`src/rtl/led_frame_ctrl_if.sv`:
```
// rtl/led_frame_ctrl_if.sv - game-logic side of the LED frame controller
// master = game logic, slave = frame controller
interface led_frame_ctrl_if;
  logic [9:0] speed;
  logic       wr_en;
  logic [3:0] wr_row;
  logic [3:0] wr_col;
  logic       wr_red;
  logic       wr_grn;
  logic       clr_req;
  logic       swap_req;
  logic       busy;
  logic       swap_done;
  logic       frame_start;

  modport master (
    output speed, wr_en, wr_row, wr_col, wr_red, wr_grn, clr_req, swap_req,
    input  busy, swap_done, frame_start
  );

  modport slave (
    input  speed, wr_en, wr_row, wr_col, wr_red, wr_grn, clr_req, swap_req,
    output busy, swap_done, frame_start
  );
endinterface

```
`src/rtl/led_frame_ctrl.sv`:
```
// rtl/led_frame_ctrl.sv - double-buffered 16x16 LED frame controller
// Paces the driver scan and copies back to front only on the row 15 -> 0 edge.
module led_frame_ctrl #(
  parameter int FREQDIV = 0
) (
  input  logic              clk,
  input  logic              rst,
  led_frame_ctrl_if.slave   ctl,
  output logic [15:0][15:0] RedPixels,
  output logic [15:0][15:0] GrnPixels,
  output logic              EnableCount
);

  typedef enum logic [1:0] {IDLE, CLEAR, SWAP_WAIT} state_t;

  state_t              state;
  state_t              state_nxt;
  logic [9:0]          pace_cnt;
  logic [FREQDIV+3:0]  scan_cnt;
  logic                wrap;
  logic                swap_pend;
  logic [3:0]          clr_row;
  logic [15:0][15:0]   back_red;
  logic [15:0][15:0]   back_grn;
  logic                busy;
  logic                do_write;
  logic                do_clear_row;
  logic                do_swap;
  logic                start_clear;
  logic                swap_done_q;
  logic                frame_start_q;

  // Same edge on which the driver moves from row 15 back to row 0.
  assign wrap = EnableCount && (scan_cnt == '1);

  always_ff @(posedge clk) begin
    if (rst) begin
      pace_cnt    <= '0;
      EnableCount <= 1'b0;
    end else if (pace_cnt >= ctl.speed) begin
      pace_cnt    <= '0;
      EnableCount <= 1'b1;
    end else begin
      pace_cnt    <= pace_cnt + 10'd1;
      EnableCount <= 1'b0;
    end
  end

  always_ff @(posedge clk) begin
    if (rst)
      scan_cnt <= '0;
    else if (EnableCount)
      scan_cnt <= scan_cnt + 1'b1;
  end

  always_ff @(posedge clk) begin
    if (rst)
      state <= IDLE;
    else
      state <= state_nxt;
  end

  always_comb begin
    state_nxt = state;
    case (state)
      IDLE: begin
        if (ctl.clr_req)
          state_nxt = CLEAR;
        else if (swap_pend || ctl.swap_req)
          state_nxt = SWAP_WAIT;
      end
      CLEAR:     if (clr_row == 4'd15) state_nxt = IDLE;
      SWAP_WAIT: if (wrap) state_nxt = IDLE;
      default:   state_nxt = IDLE;
    endcase
  end

  always_comb begin
    busy         = 1'b0;
    do_write     = 1'b0;
    do_clear_row = 1'b0;
    do_swap      = 1'b0;
    start_clear  = 1'b0;
    case (state)
      IDLE: begin
        start_clear = ctl.clr_req;
        do_write    = ctl.wr_en && !ctl.clr_req;
      end
      CLEAR: begin
        busy         = 1'b1;
        do_clear_row = 1'b1;
      end
      SWAP_WAIT: begin
        busy    = 1'b1;
        do_swap = wrap;
      end
      default: busy = 1'b0;
    endcase
  end

  always_ff @(posedge clk) begin
    if (rst) begin
      back_red      <= '0;
      back_grn      <= '0;
      RedPixels     <= '0;
      GrnPixels     <= '0;
      clr_row       <= '0;
      swap_pend     <= 1'b0;
      swap_done_q   <= 1'b0;
      frame_start_q <= 1'b0;
    end else begin
      frame_start_q <= wrap;
      swap_done_q   <= do_swap;
      // A request landing on the swap edge is satisfied by that swap.
      if (do_swap)
        swap_pend <= 1'b0;
      else if (ctl.swap_req)
        swap_pend <= 1'b1;
      if (start_clear)
        clr_row <= '0;
      else if (do_clear_row)
        clr_row <= clr_row + 4'd1;
      if (do_write) begin
        back_red[ctl.wr_row][ctl.wr_col] <= ctl.wr_red;
        back_grn[ctl.wr_row][ctl.wr_col] <= ctl.wr_grn;
      end
      if (do_clear_row) begin
        back_red[clr_row] <= '0;
        back_grn[clr_row] <= '0;
      end
      if (do_swap) begin
        RedPixels <= back_red;
        GrnPixels <= back_grn;
      end
    end
  end

  assign ctl.busy        = busy;
  assign ctl.swap_done   = swap_done_q;
  assign ctl.frame_start = frame_start_q;

endmodule

```
`src/flat_wrapper.sv`:
```
// flat-port wrapper written by rule: the top's interface ports become plain ports
module led_frame_ctrl_flat 
#(
  parameter int FREQDIV = 0
)
  (clk, rst, RedPixels, GrnPixels, EnableCount, ctl_speed, ctl_wr_en, ctl_wr_row, ctl_wr_col, ctl_wr_red, ctl_wr_grn, ctl_clr_req, ctl_swap_req, ctl_busy, ctl_swap_done, ctl_frame_start);
  led_frame_ctrl_if ctl_i ();
  input  logic clk;
  input  logic rst;
  output logic [15:0][15:0] RedPixels;
  output logic [15:0][15:0] GrnPixels;
  output logic EnableCount;
  input wire logic [$bits(ctl_i.speed)-1:0] ctl_speed;
  input wire logic [$bits(ctl_i.wr_en)-1:0] ctl_wr_en;
  input wire logic [$bits(ctl_i.wr_row)-1:0] ctl_wr_row;
  input wire logic [$bits(ctl_i.wr_col)-1:0] ctl_wr_col;
  input wire logic [$bits(ctl_i.wr_red)-1:0] ctl_wr_red;
  input wire logic [$bits(ctl_i.wr_grn)-1:0] ctl_wr_grn;
  input wire logic [$bits(ctl_i.clr_req)-1:0] ctl_clr_req;
  input wire logic [$bits(ctl_i.swap_req)-1:0] ctl_swap_req;
  output wire logic [$bits(ctl_i.busy)-1:0] ctl_busy;
  output wire logic [$bits(ctl_i.swap_done)-1:0] ctl_swap_done;
  output wire logic [$bits(ctl_i.frame_start)-1:0] ctl_frame_start;
  assign ctl_i.speed = ctl_speed;
  assign ctl_i.wr_en = ctl_wr_en;
  assign ctl_i.wr_row = ctl_wr_row;
  assign ctl_i.wr_col = ctl_wr_col;
  assign ctl_i.wr_red = ctl_wr_red;
  assign ctl_i.wr_grn = ctl_wr_grn;
  assign ctl_i.clr_req = ctl_clr_req;
  assign ctl_i.swap_req = ctl_swap_req;
  assign ctl_busy = ctl_i.busy;
  assign ctl_swap_done = ctl_i.swap_done;
  assign ctl_frame_start = ctl_i.frame_start;
  led_frame_ctrl #(.FREQDIV(FREQDIV)) u_core (.clk(clk), .rst(rst), .ctl(ctl_i), .RedPixels(RedPixels), .GrnPixels(GrnPixels), .EnableCount(EnableCount));
endmodule
```
`config.mk`:
```
export PLATFORM = sky130hd
export DESIGN_NAME = led_frame_ctrl_flat
export DESIGN_NICKNAME = d
export VERILOG_FILES = /design/src/rtl/led_frame_ctrl_if.sv /design/src/rtl/led_frame_ctrl.sv /design/src/flat_wrapper.sv
export SDC_FILE = /design/constraint.sdc
export NUM_CORES = 2
export LEC_CHECK = 0
export ABC_CLOCK_PERIOD_IN_PS = 4470
export BUFFER_PORTS_ARGS = -buffer_cell sky130_fd_sc_hd__buf_2
export CELL_PAD_IN_SITES_DETAIL_PLACEMENT = 1
export CELL_PAD_IN_SITES_GLOBAL_PLACEMENT = 1
export CORE_MARGIN = 2
export CORE_UTILIZATION = 48
export CTS_CLUSTER_SIZE = 14
export DETAILED_ROUTE_END_ITERATION = 12
export GPL_ROUTABILITY_DRIVEN = 0
export PLACE_DENSITY = 0.85
export SETUP_SLACK_MARGIN = 0.4
export SYNTH_ARGS = -nofsm -noshare
export SYNTH_HDL_FRONTEND = slang
export SYNTH_SLANG_ARGS = --single-unit
```
`constraint.sdc`:
```
create_clock -name clk -period 4.47 [get_ports clk]
set_input_delay 0.894 -clock clk [delete_from_list [all_inputs] [get_ports clk]]
set_output_delay 0.894 -clock clk [all_outputs]
set_load 0.03 [all_outputs]
```
# Yosys cells after proc, flatten, opt, wreduce, memory -nomap -nowiden
# Cells that the tools add are included.
# Widths: inputs -> output; s select.
[totals] ff_bits=1048 input_bits=25 out_inout_bits=516 elab_cells=130
[op_classes] addsub=3 order_cmp=7 n_eq_ne=7 n_mux=25 bitwise=3 n_reduce_logical=13
[ops] op="$mux 256" n=6
[ops] op="$and 256x256->256" n=2
[ops] op="$bwmux 256" n=2
[ops] op="$not 256->256" n=1
[ops] op="$demux 16 s4" n=2
[ops] op="$mux 16" n=2
[ops] op="$lt 4x5->1 const B" n=3
[ops] op="$ge 4x1->1 const B" n=3
[ops] op="$add 10x1->10 const B" n=1
[ops] op="$ge 10x10->1" n=1
[ops] op="$add 4x1->4 const B" n=2
[ops] op="$eq 4x4->1 const B" n=2
[ops] op="$mux 2" n=4
[ops] op="$reduce_or 2->1" n=4
[ops] op="$mux 1" n=7
[ops] op="$pmux 2 s3" n=1
[ops] op="$logic_and 1x1->1" n=5
[ops] op="$demux 1 s4" n=1
[ops] op="$ne 2x1->1 const B" n=2
[ops] op="$ne 3x2->1 const B" n=1
[ops] op="$reduce_and 3->1" n=1
[ops] op="$eq 2x1->1 const B" n=1
[ops] op="$eq 2x2->1 const B" n=1
[ops] op="$logic_not 2->1" n=1
[ops] op="2 further kinds" n=2

# Longest topological paths before layout
[logic_depth] ltp_word=11 ltp_mapped=9 depth_no_buf=6

# Worst setup path before layout
# No wires, ideal clock.
[synth_timing] path_type="input port to flip-flop" start="input ctl_speed[7]" end="register u_core.pace_cnt[2]" setup_ns=0.157 arrival_time_ns=2.169 required_ns=4.313 slack_ns=2.144 path_stages=5 n_path_buf=0 path_cell_list="inv_1 ha_1 nand4_1 o311ai_1 nor3_1"
[synth_via] elab_chain_cells=2
[synth_rtl] element="start, declared" line_no="flat_wrapper.sv:13" rtl="input wire logic [$bits(ctl_i.speed)-1:0] ctl_speed;"
[synth_rtl] element="$ge 10x10->1" line_no="led_frame_ctrl.sv:40" rtl="end else if (pace_cnt >= ctl.speed) begin"
[synth_rtl] element="$reduce_or 2->1 (no line)"
[synth_rtl] element="end signal, assigned" line_no="led_frame_ctrl.sv:44" rtl="pace_cnt <= pace_cnt + 10'd1;"
[synth_rtl] element="end, declared" line_no="led_frame_ctrl.sv:18" rtl="logic [9:0] pace_cnt;"
# No other way between the ends.
# A chain may end at the register's enable or synchronous reset.

# Worst setup path in the final report
[layout_timing] start="register u_core.scan_cnt[0]" end="register u_core.RedPixels[14] in the netlist's numbering"
[layout_via] elab_chain_cells=3
[layout_rtl] element="start, declared" line_no="led_frame_ctrl.sv:19" rtl="logic [FREQDIV+3:0] scan_cnt;"
[layout_rtl] element="start signal, assigned" line_no="led_frame_ctrl.sv:53" rtl="scan_cnt <= scan_cnt + 1'b1;"
[layout_rtl] element="$eq 4x4->1" line_no="led_frame_ctrl.sv:34" rtl="assign wrap = EnableCount && (scan_cnt == '1);"
[layout_rtl] element="$logic_and 1x1->1" line_no="led_frame_ctrl.sv:34"
[layout_rtl] element="$mux 1" line_no="led_frame_ctrl.sv:84" rtl="case (state)"
[layout_rtl] element="end signal, assigned" line_no="led_frame_ctrl.sv:132" rtl="RedPixels <= back_red;"
[layout_rtl] element="end, declared" line_no="led_frame_ctrl.sv:9" rtl="output logic [15:0][15:0] RedPixels,"
# No other way between the ends.

==> impl_metrics.yaml <==
synthesis:
  ys_seq_area_share_pct: 56.28
  synthDistinctLibCells: 58
  synth_top_cell_area_share_pct: 56.28
  post-synth-top-count-cell: "dfxtp_1"
  synth_area_sq_mm: 0.03728
  synth_area_leaders: "dfxtp_1 (56%), mux2i_1 (13%), a22o_1 (12%)"
  synth_ff_type: "dfxtp_1"
  synth-edff-count: 0
  synth_commonest_cells: "dfxtp_1 (1048), a22o_1 (512), nor2_1 (482)"
  synthArstFlopShare_pct: 0
  synth_warnings: 0
  syn_inst: 3360
  syn_avg_cell_area_sq_um: 11.10
  syn_nets: 3404
  ys_ff_latch: 1048
  synth_top_area_cell: "dfxtp_1"
routing:
  wl_per_cell_microns: 25.95
  dr.max_layer_used: "met5"
  drt_wl_total_microns: 126500
  wl_met1_microns: 50600
  drt_iter0_drc: 2096
  route.detailed.drc: 0
  antenna_left: 0
  met2_length_microns: 61120
  vias: 28852
  vias_per_cell: 5.917
  wl_met3_microns: 8165
  first_pass_iters: 5
global_route:
  grt.total_usage_pct: 30.61
  grt.overflow.total: 0
  grt_pass1_vias: 29821
  grt_pass1_wl_microns: 188100
  antenna_found_initial: 4
  grt_max_degree: 166
clock_tree:
  postCtsSetupBuffers: 0
  h-tree-depth: 3
  cts_sinks: 1048
  clkTransAtPathRegs_ns: 0.07
  cts_buffers: 104
  clk_latency_ns: 0.67
  cts.root.buffer_cell: "clkbuf_16"
  ctsResizeCount: 0
  cts-hold-fix-buffers: 0
  cts_tree: "done"
  clock_path_buffers: 3
sta:
  relSlewSlack_pct: 18.89
  tns_ns: 0
  maxSlewViolCount: 0
  fin_skew_ns: 0.02341
  setup_viol: 0
  rsz0062_at_grt: "false"
  fin_crit_sh_pct: 63.89
  tightest_slew_ns: 1.217
  min_period_ns: 2.856
  max_clock_freq_mhz: 350.1
  hold_viol_final: 0
power:
  peakVddDrop_mv: 0.3247
  power.share.clock_pct: 48.0
  leakage_nw: 20.06
  p_sw_w: 0.004467
  combPwrFrac_pct: 3.9
  seqPwrFrac_pct: 48.1
  switching_share_pct: 22.97
  internal-power_w: 0.01498
  p_per_area_mw_per_mm2: 439.1
die:
  start_util_pct: 48.28
  die-area_sq_mm: 0.07991
  die_height_microns: 282.7
  rows: 102
  dieWidth_microns: 282.7
  ios: 541
  fp.coreArea_sq_mm: 0.07721
min_path:
  min_from: "ctl_swap_req"
  hold_path.class: "in -> reg"
finish:
  drive_gt1_share_pct: 22.85
  instances_no_fill: 4876
  fin_nets: 3792
  syn_to_final_growth_pct: 18.81
  fin_util_pct: 57.37
setup_path:
  criticalPathCategory: "reg -> reg"
  arrival_ns: 3.45
  startpoint: "u_core.scan_cnt[0]"
  r2r-start: "u_core.scan_cnt[0]"
  worstPathRequired_ns: 5.07
  crit_fanout: 165
  critPathCaptureType: "register"
  worstSetupStartpointType: "register"
run:
  drv_cap: 0
place:
  dp_cells: 4682
  dpl.hpwl_microns: 77870
  io_buffers: 540
run_status:
  status: "complete, no violations"
## metal layers
| layer | GRT usage, % | vias up |
|---|---|---|
| met3 | 6.327 | 270 |
| met4 | 15.67 | 4 |
| met2 | 51.56 | 1048 |
| met1 | 36.94 | 14627 |
| li1 | - | 12903 |
| met5 | 0 | - |
## cells by family after synthesis
group	share of synthesized area, %
flip-flops	56.28
buffers and inverters	4.081
XOR/XNOR	0.3289
AND/OR/NAND/NOR	12.86
multiplexers	12.54
adder cells (fa/ha/maj)	0.6377
AO/OA/AOI/OAI	13.27
## state kept, by name (all words and copies together), names as in the netlist
register	flops
u_core.GrnPixels	256
u_core.scan_cnt	4
u_core.ctl.frame_start	1
u_core.swap_pend	1
u_core.pace_cnt	10
u_core.RedPixels	256
u_core.back_red	256
u_core.back_grn	256
u_core.EnableCount	1
u_core.state	2
u_core.clr_row	4
u_core.ctl.swap_done	1
## power by group through the flow
stage	Combinational, W	Sequential (W)	Clock (W)
2_1_floorplan	0.000472	0.00956	0
3_3_place_gp	0.000743	0.00956	0
3_5_place_dp	0.000752	0.00956	0
4_1_cts	0.000757	0.00936	0.00942
5_1_grt	0.000800	0.00935	0.00983
6_report	0.000765	0.00936	0.00933
## stage by stage
step	total power, W	area, sq um	hold slack, ns	setup slack, ns
detailed placement	0.01032	40630	0.4516	1.159
global route	0.01998	44290	0.4332	1.392
global placement	0.01031	40630	0.4441	1.265
finish	0.01945	44290	0.4497	1.614
floorplan	0.01003	37280	0.4357	2.144
CTS	0.01953	44290	0.4090	1.596
## worst paths after layout
kind,end,depth (start not counted),slack [ns]
max reg2reg,u_core.RedPixels[14],5,1.61
min,u_core.swap_pend,2,0.45
min reg2reg,u_core.RedPixels[152],1,0.46
max,u_core.RedPixels[14],5,1.61
## cell type report
cell class / count / area [sq um]
Tap cell: 1040 / 1301
Inverter: 16 / 60.06
Clock inverter: 36 / 530.5
Timing Repair Buffer: 601 / 3403
Antenna cell: 2 / 5.005
Sequential cell: 1048 / 20980
Fill cell: 8137 / 32920
Multi-Input combinational cell: 1977 / 14880
Clock buffer: 156 / 3132
## critical path: stages (launching register included)
cell and delay, ns:
dfxtp_1 0.38, ha_1 0.19, nand4_1 0.41, nor3_2 0.75, buf_12 0.61, a22o_1 0.26
## cell usage in the layout (no fill, tap or decap), types with 8 or more instances in the layout
| cell | instances |
|---|---|
| dfxtp_1 | 1048 |
| buf_2 | 538 |
| a22o_1 | 512 |
| nor2_1 | 479 |
| mux2i_1 | 466 |
| nand3_1 | 117 |
| nand4_1 | 109 |
| clkbuf_16 | 107 |
| o21ai_0 | 48 |
| buf_4 | 43 |
| nor3_2 | 38 |
| nor3_1 | 31 |
| clkbuf_8 | 29 |
| clkbuf_1 | 22 |
| ha_1 | 19 |
| buf_12 | 18 |
| a21o_1 | 17 |
| nor4_2 | 17 |
| nand2_1 | 17 |
| inv_1 | 16 |
| clkinv_2 | 13 |
| bufinv_16 | 11 |
| xnor2_1 | 8 |
Power figures use the tool's default switching activity.
